## config.mk

```make
export PLATFORM = sky130hd
export DESIGN_NAME = sys_bus_axil_bridge_flat
export DESIGN_NICKNAME = d
export VERILOG_FILES = /design/src/rtl/sys_bus_axil_bridge_if.sv /design/src/rtl/sys_bus_axil_bridge.sv /design/src/flat_wrapper.sv
export SDC_FILE = /design/constraint.sdc
export NUM_CORES = 1
export LEC_CHECK = 0
export CAP_MARGIN = 25
export CORE_UTILIZATION = 45
export DETAILED_ROUTE_END_ITERATION = 12
export DONT_BUFFER_PORTS = 1
export PLACE_DENSITY = 0.63
export SYNTH_ARGS = -nofsm -noshare
export SYNTH_HDL_FRONTEND = slang
export SYNTH_SLANG_ARGS = --single-unit
export TNS_END_PERCENT = 5
```

## constraint.sdc

```tcl
create_clock -name clk -period 2.07 [get_ports clk]
set_input_delay 0.207 -clock clk [delete_from_list [all_inputs] [get_ports clk]]
set_output_delay 0.207 -clock clk [all_outputs]
set_load 0.005 [all_outputs]
```

## src/rtl/sys_bus_axil_bridge_if.sv

```systemverilog
// sys_bus_if: single-master system bus. The master drives the address, write data and
// one-cycle wen/ren strobes. The addressed slave answers with ack or err and, for reads,
// with rdata.
interface sys_bus_if #(
    parameter int AW = 32
);
    logic [AW-1:0] addr;
    logic [31:0]   wdata;
    logic          wen;
    logic          ren;
    logic [31:0]   rdata;
    logic          ack;
    logic          err;

    modport m (
        output addr, wdata, wen, ren,
        input  rdata, ack, err
    );

    modport s (
        input  addr, wdata, wen, ren,
        output rdata, ack, err
    );
endinterface

```

## src/rtl/sys_bus_axil_bridge.sv

```systemverilog
// sys_bus_axil_bridge: AXI4-Lite slave to sys_bus master bridge.
// The bridge handles one transaction at a time. When a write and a read arrive together,
// they alternate under round-robin arbitration.
// Each accepted request becomes a single wen/ren pulse. The address and data stay held
// until the slave answers.
// Optional timeout: define SYS_BUS_AXIL_TIMEOUT_EN to bound the wait to TO_CYC cycles.
// A timed-out transaction completes with SLVERR, and a timed-out read returns zero data.
module sys_bus_axil_bridge #(
    parameter int AW     = 32,
    parameter int TO_CYC = 256
) (
    input  logic          clk,
    input  logic          rstn,
    input  logic [AW-1:0] awaddr,
    input  logic          awvalid,
    output logic          awready,
    input  logic [31:0]   wdata,
    input  logic [3:0]    wstrb,
    input  logic          wvalid,
    output logic          wready,
    output logic [1:0]    bresp,
    output logic          bvalid,
    input  logic          bready,
    input  logic [AW-1:0] araddr,
    input  logic          arvalid,
    output logic          arready,
    output logic [31:0]   rdata,
    output logic [1:0]    rresp,
    output logic          rvalid,
    input  logic          rready,
    sys_bus_if.m          bus
);

    typedef enum logic [2:0] {
        S_IDLE,
        S_WPULSE,
        S_RPULSE,
        S_WAIT,
        S_BRESP,
        S_RRESP
    } state_t;

    localparam logic [15:0] TO_LAST = 16'(TO_CYC - 1);

    state_t        state_q, state_d;
    logic          pri_wr_q;   // 1: write wins the next contested grant
    logic          is_rd_q;    // kind of the transaction in flight
    logic [AW-1:0] addr_q;
    logic [31:0]   wdata_q;
    logic [31:0]   rdata_q;
    logic          err_q;

    logic          wr_req, rd_req;
    logic          grant_w, grant_r;
    logic          bus_done;   // slave answered or the timeout fired this cycle
    logic          to_fire;    // completion caused by the timeout
    logic          to_hit;

    function automatic logic [1:0] resp_enc(input logic e);
        return e ? 2'b10 : 2'b00;
    endfunction

    assign wr_req = awvalid && wvalid;
    assign rd_req = arvalid;

    // State register
    always_ff @(posedge clk or negedge rstn) begin
        if (!rstn) begin
            state_q <= S_IDLE;
        end else begin
            state_q <= state_d;
        end
    end

    // Arbitration, completion detection and next-state decode
    always_comb begin
        state_d  = state_q;
        grant_w  = 1'b0;
        grant_r  = 1'b0;
        bus_done = 1'b0;
        to_fire  = 1'b0;
        case (state_q)
            S_IDLE: begin
                if (wr_req && (!rd_req || pri_wr_q)) begin
                    grant_w = 1'b1;
                end else if (rd_req) begin
                    grant_r = 1'b1;
                end
                if (grant_w) begin
                    // Partial strobes are refused without touching the bus.
                    state_d = (wstrb == 4'hF) ? S_WPULSE : S_BRESP;
                end else if (grant_r) begin
                    state_d = S_RPULSE;
                end
            end
            S_WPULSE, S_RPULSE, S_WAIT: begin
                if (bus.ack || bus.err) begin
                    bus_done = 1'b1;
                end else if (to_hit) begin
                    bus_done = 1'b1;
                    to_fire  = 1'b1;
                end
                if (bus_done) begin
                    state_d = is_rd_q ? S_RRESP : S_BRESP;
                end else begin
                    state_d = S_WAIT;
                end
            end
            S_BRESP: begin
                if (bready) begin
                    state_d = S_IDLE;
                end
            end
            S_RRESP: begin
                if (rready) begin
                    state_d = S_IDLE;
                end
            end
            default: state_d = S_IDLE;
        endcase
    end

    // Request latching, round-robin pointer and response capture
    always_ff @(posedge clk or negedge rstn) begin
        if (!rstn) begin
            addr_q   <= '0;
            wdata_q  <= '0;
            rdata_q  <= '0;
            err_q    <= 1'b0;
            is_rd_q  <= 1'b0;
            pri_wr_q <= 1'b1;
        end else begin
            if (grant_w) begin
                addr_q   <= awaddr;
                wdata_q  <= wdata;
                is_rd_q  <= 1'b0;
                pri_wr_q <= 1'b0;
                err_q    <= (wstrb != 4'hF);
            end else if (grant_r) begin
                addr_q   <= araddr;
                is_rd_q  <= 1'b1;
                pri_wr_q <= 1'b1;
            end
            if (bus_done) begin
                // err wins over a simultaneous ack. Read data is still taken from the slave.
                err_q <= bus.err || to_fire;
                if (is_rd_q) begin
                    rdata_q <= to_fire ? 32'h0 : bus.rdata;
                end
            end
        end
    end

`ifdef SYS_BUS_AXIL_TIMEOUT_EN
    logic [15:0] to_cnt_q;

    // Cycles spent waiting on the slave, restarted at every accept
    always_ff @(posedge clk or negedge rstn) begin
        if (!rstn) begin
            to_cnt_q <= '0;
        end else if (grant_w || grant_r) begin
            to_cnt_q <= '0;
        end else if (state_q == S_WPULSE || state_q == S_RPULSE || state_q == S_WAIT) begin
            to_cnt_q <= to_cnt_q + 16'd1;
        end
    end

    assign to_hit = (to_cnt_q == TO_LAST);
`else
    logic unused_to;
    assign unused_to = ^TO_LAST;
    assign to_hit    = 1'b0;
`endif

    assign awready = grant_w;
    assign wready  = grant_w;
    assign arready = grant_r;

    assign bvalid  = (state_q == S_BRESP);
    assign rvalid  = (state_q == S_RRESP);
    assign bresp   = resp_enc(err_q);
    assign rresp   = resp_enc(err_q);
    assign rdata   = rdata_q;

    assign bus.addr  = addr_q;
    assign bus.wdata = wdata_q;
    assign bus.wen   = (state_q == S_WPULSE);
    assign bus.ren   = (state_q == S_RPULSE);

endmodule

```

## src/flat_wrapper.sv

```systemverilog
// flat-port wrapper written by rule: the top's interface ports become plain ports
module sys_bus_axil_bridge_flat 
#(
    parameter int AW     = 32,
    parameter int TO_CYC = 256
)
  (clk, rstn, awaddr, awvalid, awready, wdata, wstrb, wvalid, wready, bresp, bvalid, bready, araddr, arvalid, arready, rdata, rresp, rvalid, rready, bus_addr, bus_wdata, bus_wen, bus_ren, bus_rdata, bus_ack, bus_err);
  sys_bus_if #(.AW(AW)) bus_i ();
  input  logic clk;
  input  logic rstn;
  input  logic [AW-1:0] awaddr;
  input  logic awvalid;
  output logic awready;
  input  logic [31:0] wdata;
  input  logic [3:0] wstrb;
  input  logic wvalid;
  output logic wready;
  output logic [1:0] bresp;
  output logic bvalid;
  input  logic bready;
  input  logic [AW-1:0] araddr;
  input  logic arvalid;
  output logic arready;
  output logic [31:0] rdata;
  output logic [1:0] rresp;
  output logic rvalid;
  input  logic rready;
  output wire logic [$bits(bus_i.addr)-1:0] bus_addr;
  output wire logic [$bits(bus_i.wdata)-1:0] bus_wdata;
  output wire logic [$bits(bus_i.wen)-1:0] bus_wen;
  output wire logic [$bits(bus_i.ren)-1:0] bus_ren;
  input wire logic [$bits(bus_i.rdata)-1:0] bus_rdata;
  input wire logic [$bits(bus_i.ack)-1:0] bus_ack;
  input wire logic [$bits(bus_i.err)-1:0] bus_err;
  assign bus_addr = bus_i.addr;
  assign bus_wdata = bus_i.wdata;
  assign bus_wen = bus_i.wen;
  assign bus_ren = bus_i.ren;
  assign bus_i.rdata = bus_rdata;
  assign bus_i.ack = bus_ack;
  assign bus_i.err = bus_err;
  sys_bus_axil_bridge #(.AW(AW), .TO_CYC(TO_CYC)) u_core (.clk(clk), .rstn(rstn), .awaddr(awaddr), .awvalid(awvalid), .awready(awready), .wdata(wdata), .wstrb(wstrb), .wvalid(wvalid), .wready(wready), .bresp(bresp), .bvalid(bvalid), .bready(bready), .araddr(araddr), .arvalid(arvalid), .arready(arready), .rdata(rdata), .rresp(rresp), .rvalid(rvalid), .rready(rready), .bus(bus_i));
endmodule
```

# After elaboration in Yosys (flattened, before gate mapping)
# Cells that the tools add are included.
[totals]
ff_bits = 102
in_bits = 141
out_inout_bits = 107
wordCells = 53
[op_classes]
eq_ne = 10
n_mux = 25
reduce_logical = 11
[ops]
columns = ["op", "n"]
rows = [
  ["2-to-1 mux 32 bit", 2],
  ["2-to-1 mux 3 bit", 6],
  ["2-to-1 mux 1 bit", 15],
  ["one-hot mux 3 bit (4 select lines)", 1],
  ["equality test 3 x 2 -> 1 bit, second input constant", 2],
  ["equality test 3 bit, second input constant", 2],
  ["equality test 4 bit, second input constant", 1],
  ["!= test 2 x 1 -> 1 bit, second input constant", 2],
  ["!= test 4 bit, second input constant", 1],
  ["nonzero test 2 bit", 2],
  ["equality test 3 x 1 -> 1 bit, second input constant", 1],
  ["zero test 3 bit", 1],
  ["!= test 3 x 1 -> 1 bit, second input constant", 1],
  ["AND reduction 3 bit", 1],
  ["OR reduction 3 bit", 1],
  ["logical AND 1 bit", 2],
  ["logical OR 1 bit", 2],
  ["2-to-1 mux 2 bit", 1],
  ["AND reduction 2 bit", 1],
  ["zero test 1 bit", 1],
]

# Logic depth before layout (Yosys ltp)
[logic_depth]
ltp_word = 8
ltp_mapped = 7
ltp_nobuf = 4

# Worst setup path before layout
# OpenSTA, ideal clock, no wires.
[synth_path]
path_kind = "register -> register"
start = "register u_core.state_q[0]"
end = "register u_core.wdata_q[10], in the netlist u_core.bus.wdata[10]"
setup_ps = 125
arrival_time_ps = 1888
t_required_ps = 1945
path_slack_ps = 57
stages_incl_launch_ff = 8
n_path_buf = 3
period_less_slack_ps = 2013
path_cell_list = "dfrtp_1 -> buf_6 -> or3_4 -> or3_1 -> buf_6 -> inv_8 -> buf_12 -> mux2_4"
[synth_between]
elab_chain_len = 2
[synth_rtl]
columns = ["element", "line", "text"]
rows = [
  ["start: declaration", "sys_bus_axil_bridge.sv:45", "state_t state_q, state_d;"],
  ["start signal: assignment", "sys_bus_axil_bridge.sv:71", "state_q <= state_d;"],
  ["zero test 3 bit", "sys_bus_axil_bridge.sv:82", "case (state_q)"],
  ["2-to-1 mux 1 bit", "sys_bus_axil_bridge.sv:82", ""],
  ["end signal: assignment", "sys_bus_axil_bridge.sv:135", "wdata_q <= wdata;"],
  ["end: declaration", "sys_bus_axil_bridge.sv:49", "logic [31:0] wdata_q;"],
]
# No other way between the ends.
# A chain may end at the register's enable or synchronous reset.

# Final worst setup path
[layout_path]
start = "register u_core.state_q[1]"
end = "output wready"
[layout_between]
elab_chain_len = 2
[layout_rtl]
columns = ["element", "line", "text"]
rows = [
  ["zero test 3 bit", "sys_bus_axil_bridge.sv:82", ""],
  ["2-to-1 mux 1 bit", "sys_bus_axil_bridge.sv:82", ""],
  ["end: declaration", "flat_wrapper.sv:17", "output logic wready;"],
]
# No other way between the ends.

==> flow_summary_export.csv <==
group,metric,value,unit
routing,vias_per_cell,5.48,
yosys,ys.flop_type,"dfrtp_1",
routing,firstDrtPassIters,4,
floorplan,core,9420,sq um
sta,drv_slew,0,
critical_path,required,1860,ps
power,ir_drop,597,uV
clock_tree,htreeDepth,3,
run_status,run_status,"finished, violations left",
floorplan,ios,248,
cells_and_area,area_growth,23.4,%
yosys,yosysTopAreaCell,"dfrtp_1",
floorplan,die-area,10300,sq um
critical_path,reg2reg_slack,120,ps
global_route,antenna_found_initial,0,
routing,vias,2735,
sta,fin_crit_sh,98.6,%
cells_and_area,post-route-util,58.2,%
yosys,synth_most_common_cell,"dfrtp_1",
routing,drc_errors,0,
critical_path,path_class,"register to primary output",
job,maxCapViolCount,0,
run_status,violations,"hold timing",
worst_hold_path,hold_class,"input pin to async pin",
yosys,syn_area,4440,sq um
critical_path,slowest_stage,"dfrtp_1",
sta,rsz0062_at_grt,"true",
global_route,grt_pass1_vias,2927,
routing,wl_per_cell,21.0,um
sta,finalClockSkew,17.0,ps
yosys,synth_seq_area_share,57.5,%
yosys,syn_inst,293,
clock_tree,insertion_delay,370,ps
critical_path,cp_top_family,"simple AND/OR/NAND/NOR gates",
routing,ant_nets,0,
cells_and_area,regArea,2550,sq um
yosys,yosysWarnings,0,
critical_path,r2r_start,"u_core.state_q[1]",
sta,setup_viol,0,
sta,hold_viol,102,
yosys,synth.top_cell.area_share,56.9,%
critical_path,max_stage_delay,390,ps
cells_and_area,fin_nets,506,
clock_tree,clockRootBuffer,"clkbuf_8",
sta,holdWs,-483,ps
placement,numPortBuffers,0,
cells_and_area,drive_gt1_share,38.4,%
power,cellPowerDensity,1410,nW/um^2
clock_tree,cts.sinks,102,
cells_and_area,multi_input_area,1670,sq um
yosys,synth.area.top_cells,"dfrtp_1 (57%), mux2_4 (9.5%), mux2_2 (9.1%)",
placement,gp_congestion,0.781,
yosys,yosysUniqueCellTypes,37,
sta,worst_pin_slew,520,ps
clock_tree,numCtsBuffers,9,
sta,setup_ws,29.5,ps
critical_path,cp.arrival,1830,ps
critical_path,reg2reg_depth,6,
placement,place_hpwl,6980,um
clock_tree,clockBufferDepth,2,
yosys,synth_common_cells,"dfrtp_1 (101), mux2_2 (36), nand3b_1 (32), o221a_2 (32), mux2_4 (28)",
floorplan,die_x,101,um
power,leakagePower,2.26,nW
sta,period_needed,2040,ps
routing,drt_iter0_drc,131,
clock_tree,cts_tree,"yes",
cells_and_area,n_antenna_cell,0,
sta,relSlewSlack,64.8,%
global_route,grt_max_degree,103,
yosys,avgSynthCellArea,15.2,sq um
critical_path,worstPathMaxFanout,9,
floorplan,die_y,101,um
cells_and_area,nFillCells,719,
sta,fmax,0.490,GHz
yosys,yosys_register_bits,102,
critical_path,crit_chain,"or3_4 > or3_4 > inv_8 > buf_12 > buf_12",
placement,pre_cts_slack,15.5,ps
yosys,synthArstFlopShare,100,%
clock_tree,clk_pin_slew,110,ps
floorplan,initial_utilization,47.1,%
critical_path,end_kind,"primary output",
critical_path,worst-path-buf-inv,3,
yosys,synth_edf_count,0,
routing,routed_wl,10500,um
global_route,grt_overflow,0,
floorplan,fp-row-count,35,
critical_path,r2r_end,"u_core.bus.wdata[7]",
critical_path,cp-start-kind,"register",
global_route,grt_pass1_wl,15500,um
global_route,grt_use_total,20.2,%
[flip-flops by register name, summed over array words and instances, names as in the netlist]
signal,flops
u_core.bus.addr,32
u_core.bus.wdata,32
u_core.err_q,1
u_core.is_rd_q,1
u_core.pri_wr_q,1
u_core.rdata,32
u_core.state_q,3
[worst max-delay path by stage]
stage | from | to | slack [ps] | cells after the start
global route | u_core.state_q[1] | wready | -30 | 5
floorplan | u_core.state_q[0] | u_core.bus.wdata[10] | 60 | 7
CTS | u_core.state_q[1] | awready | 10 | 5
global placement | u_core.state_q[1] | u_core.err_q | 70 | 4
detailed placement | u_core.state_q[1] | u_core.err_q | 20 | 4
finish | u_core.state_q[1] | wready | 30 | 5
[cell usage in the layout, fill, tap and decap left out, types with 2 or more instances in the layout]
| cell type | synthesis | layout |
|---|---|---|
| dfrtp_1 | 101 | 101 |
| clkbuf_8 | 3 | 10 |
| clkinv_4 | 0 | 2 |
| inv_1 | 2 | 2 |
| mux2_4 | 28 | 28 |
| mux2_2 | 36 | 36 |
| inv_6 | 0 | 2 |
| nand3b_1 | 32 | 32 |
| nand3_1 | 3 | 3 |
| dlygate4sd3_1 | 0 | 65 |
| nor3_1 | 2 | 2 |
| conb_1 | 1 | 2 |
| or3_4 | 1 | 2 |
| buf_4 | 6 | 16 |
| a21oi_1 | 2 | 2 |
| nor2_1 | 6 | 5 |
| buf_6 | 2 | 2 |
| buf_12 | 3 | 4 |
| o221a_2 | 32 | 32 |
| o21ai_0 | 2 | 2 |
[cells by family (layout without fill, tap and decap cells)]
family	Yosys count	count (layout)	share of synthesized area, %
flip-flops	102	102	57.5
multiplexers	65	65	18.8
AND/OR/NAND/NOR	53	53	8.29
AO/OA/AOI/OAI	42	42	9.86
buffers and inverters	30	106	5.41
other	1	2	0.0845
[what timing repair did]
item	4_1_cts	5_1_grt
buffers inserted	4	1
resized for setup	2	1
setup endpoints to repair	2	2
hold buffers	64	1
pin swaps	1	0
hold endpoints to repair	166	103
[per-layer routing]
metal  global-route usage, %  wire length, um
met5                       0                0
met4                    7.36              154
met3                    6.14              895
met2                    35.9             5410
met1                    23.0             4010
[cell type report]
type	count	area share (%)
clock buffers	11	2.58
flip-flops and latches	102	46.6
clock inverters	5	1.19
inverters	3	0.343
repair buffers	87	15.9
well taps	129	2.95
multi-input cells	162	30.4
[per-stage QoR]
stage / power (mW) / hold WS [ps] / instances / cell area, sq um / TNS [ps]
finish: 7.73 / -483 / 499 / 5480 / 0
floorplan: 5.71 / -88.6 / 294 / 4440 / 0
global placement: 6.21 / -86.4 / 413 / 4560 / 0
detailed placement: 6.32 / -86.3 / 413 / 4560 / 0
CTS: 7.75 / -494 / 497 / 5460 / 0
global route: 8.21 / -505 / 499 / 5480 / -59.6
[report_power, final]
part,switching [mW],total (mW),internal (mW)
logic,0.945,2.58,1.63
registers,0.850,3.86,3.01
clock network,0.686,1.29,0.606
(Power assumes the default switching activity.)
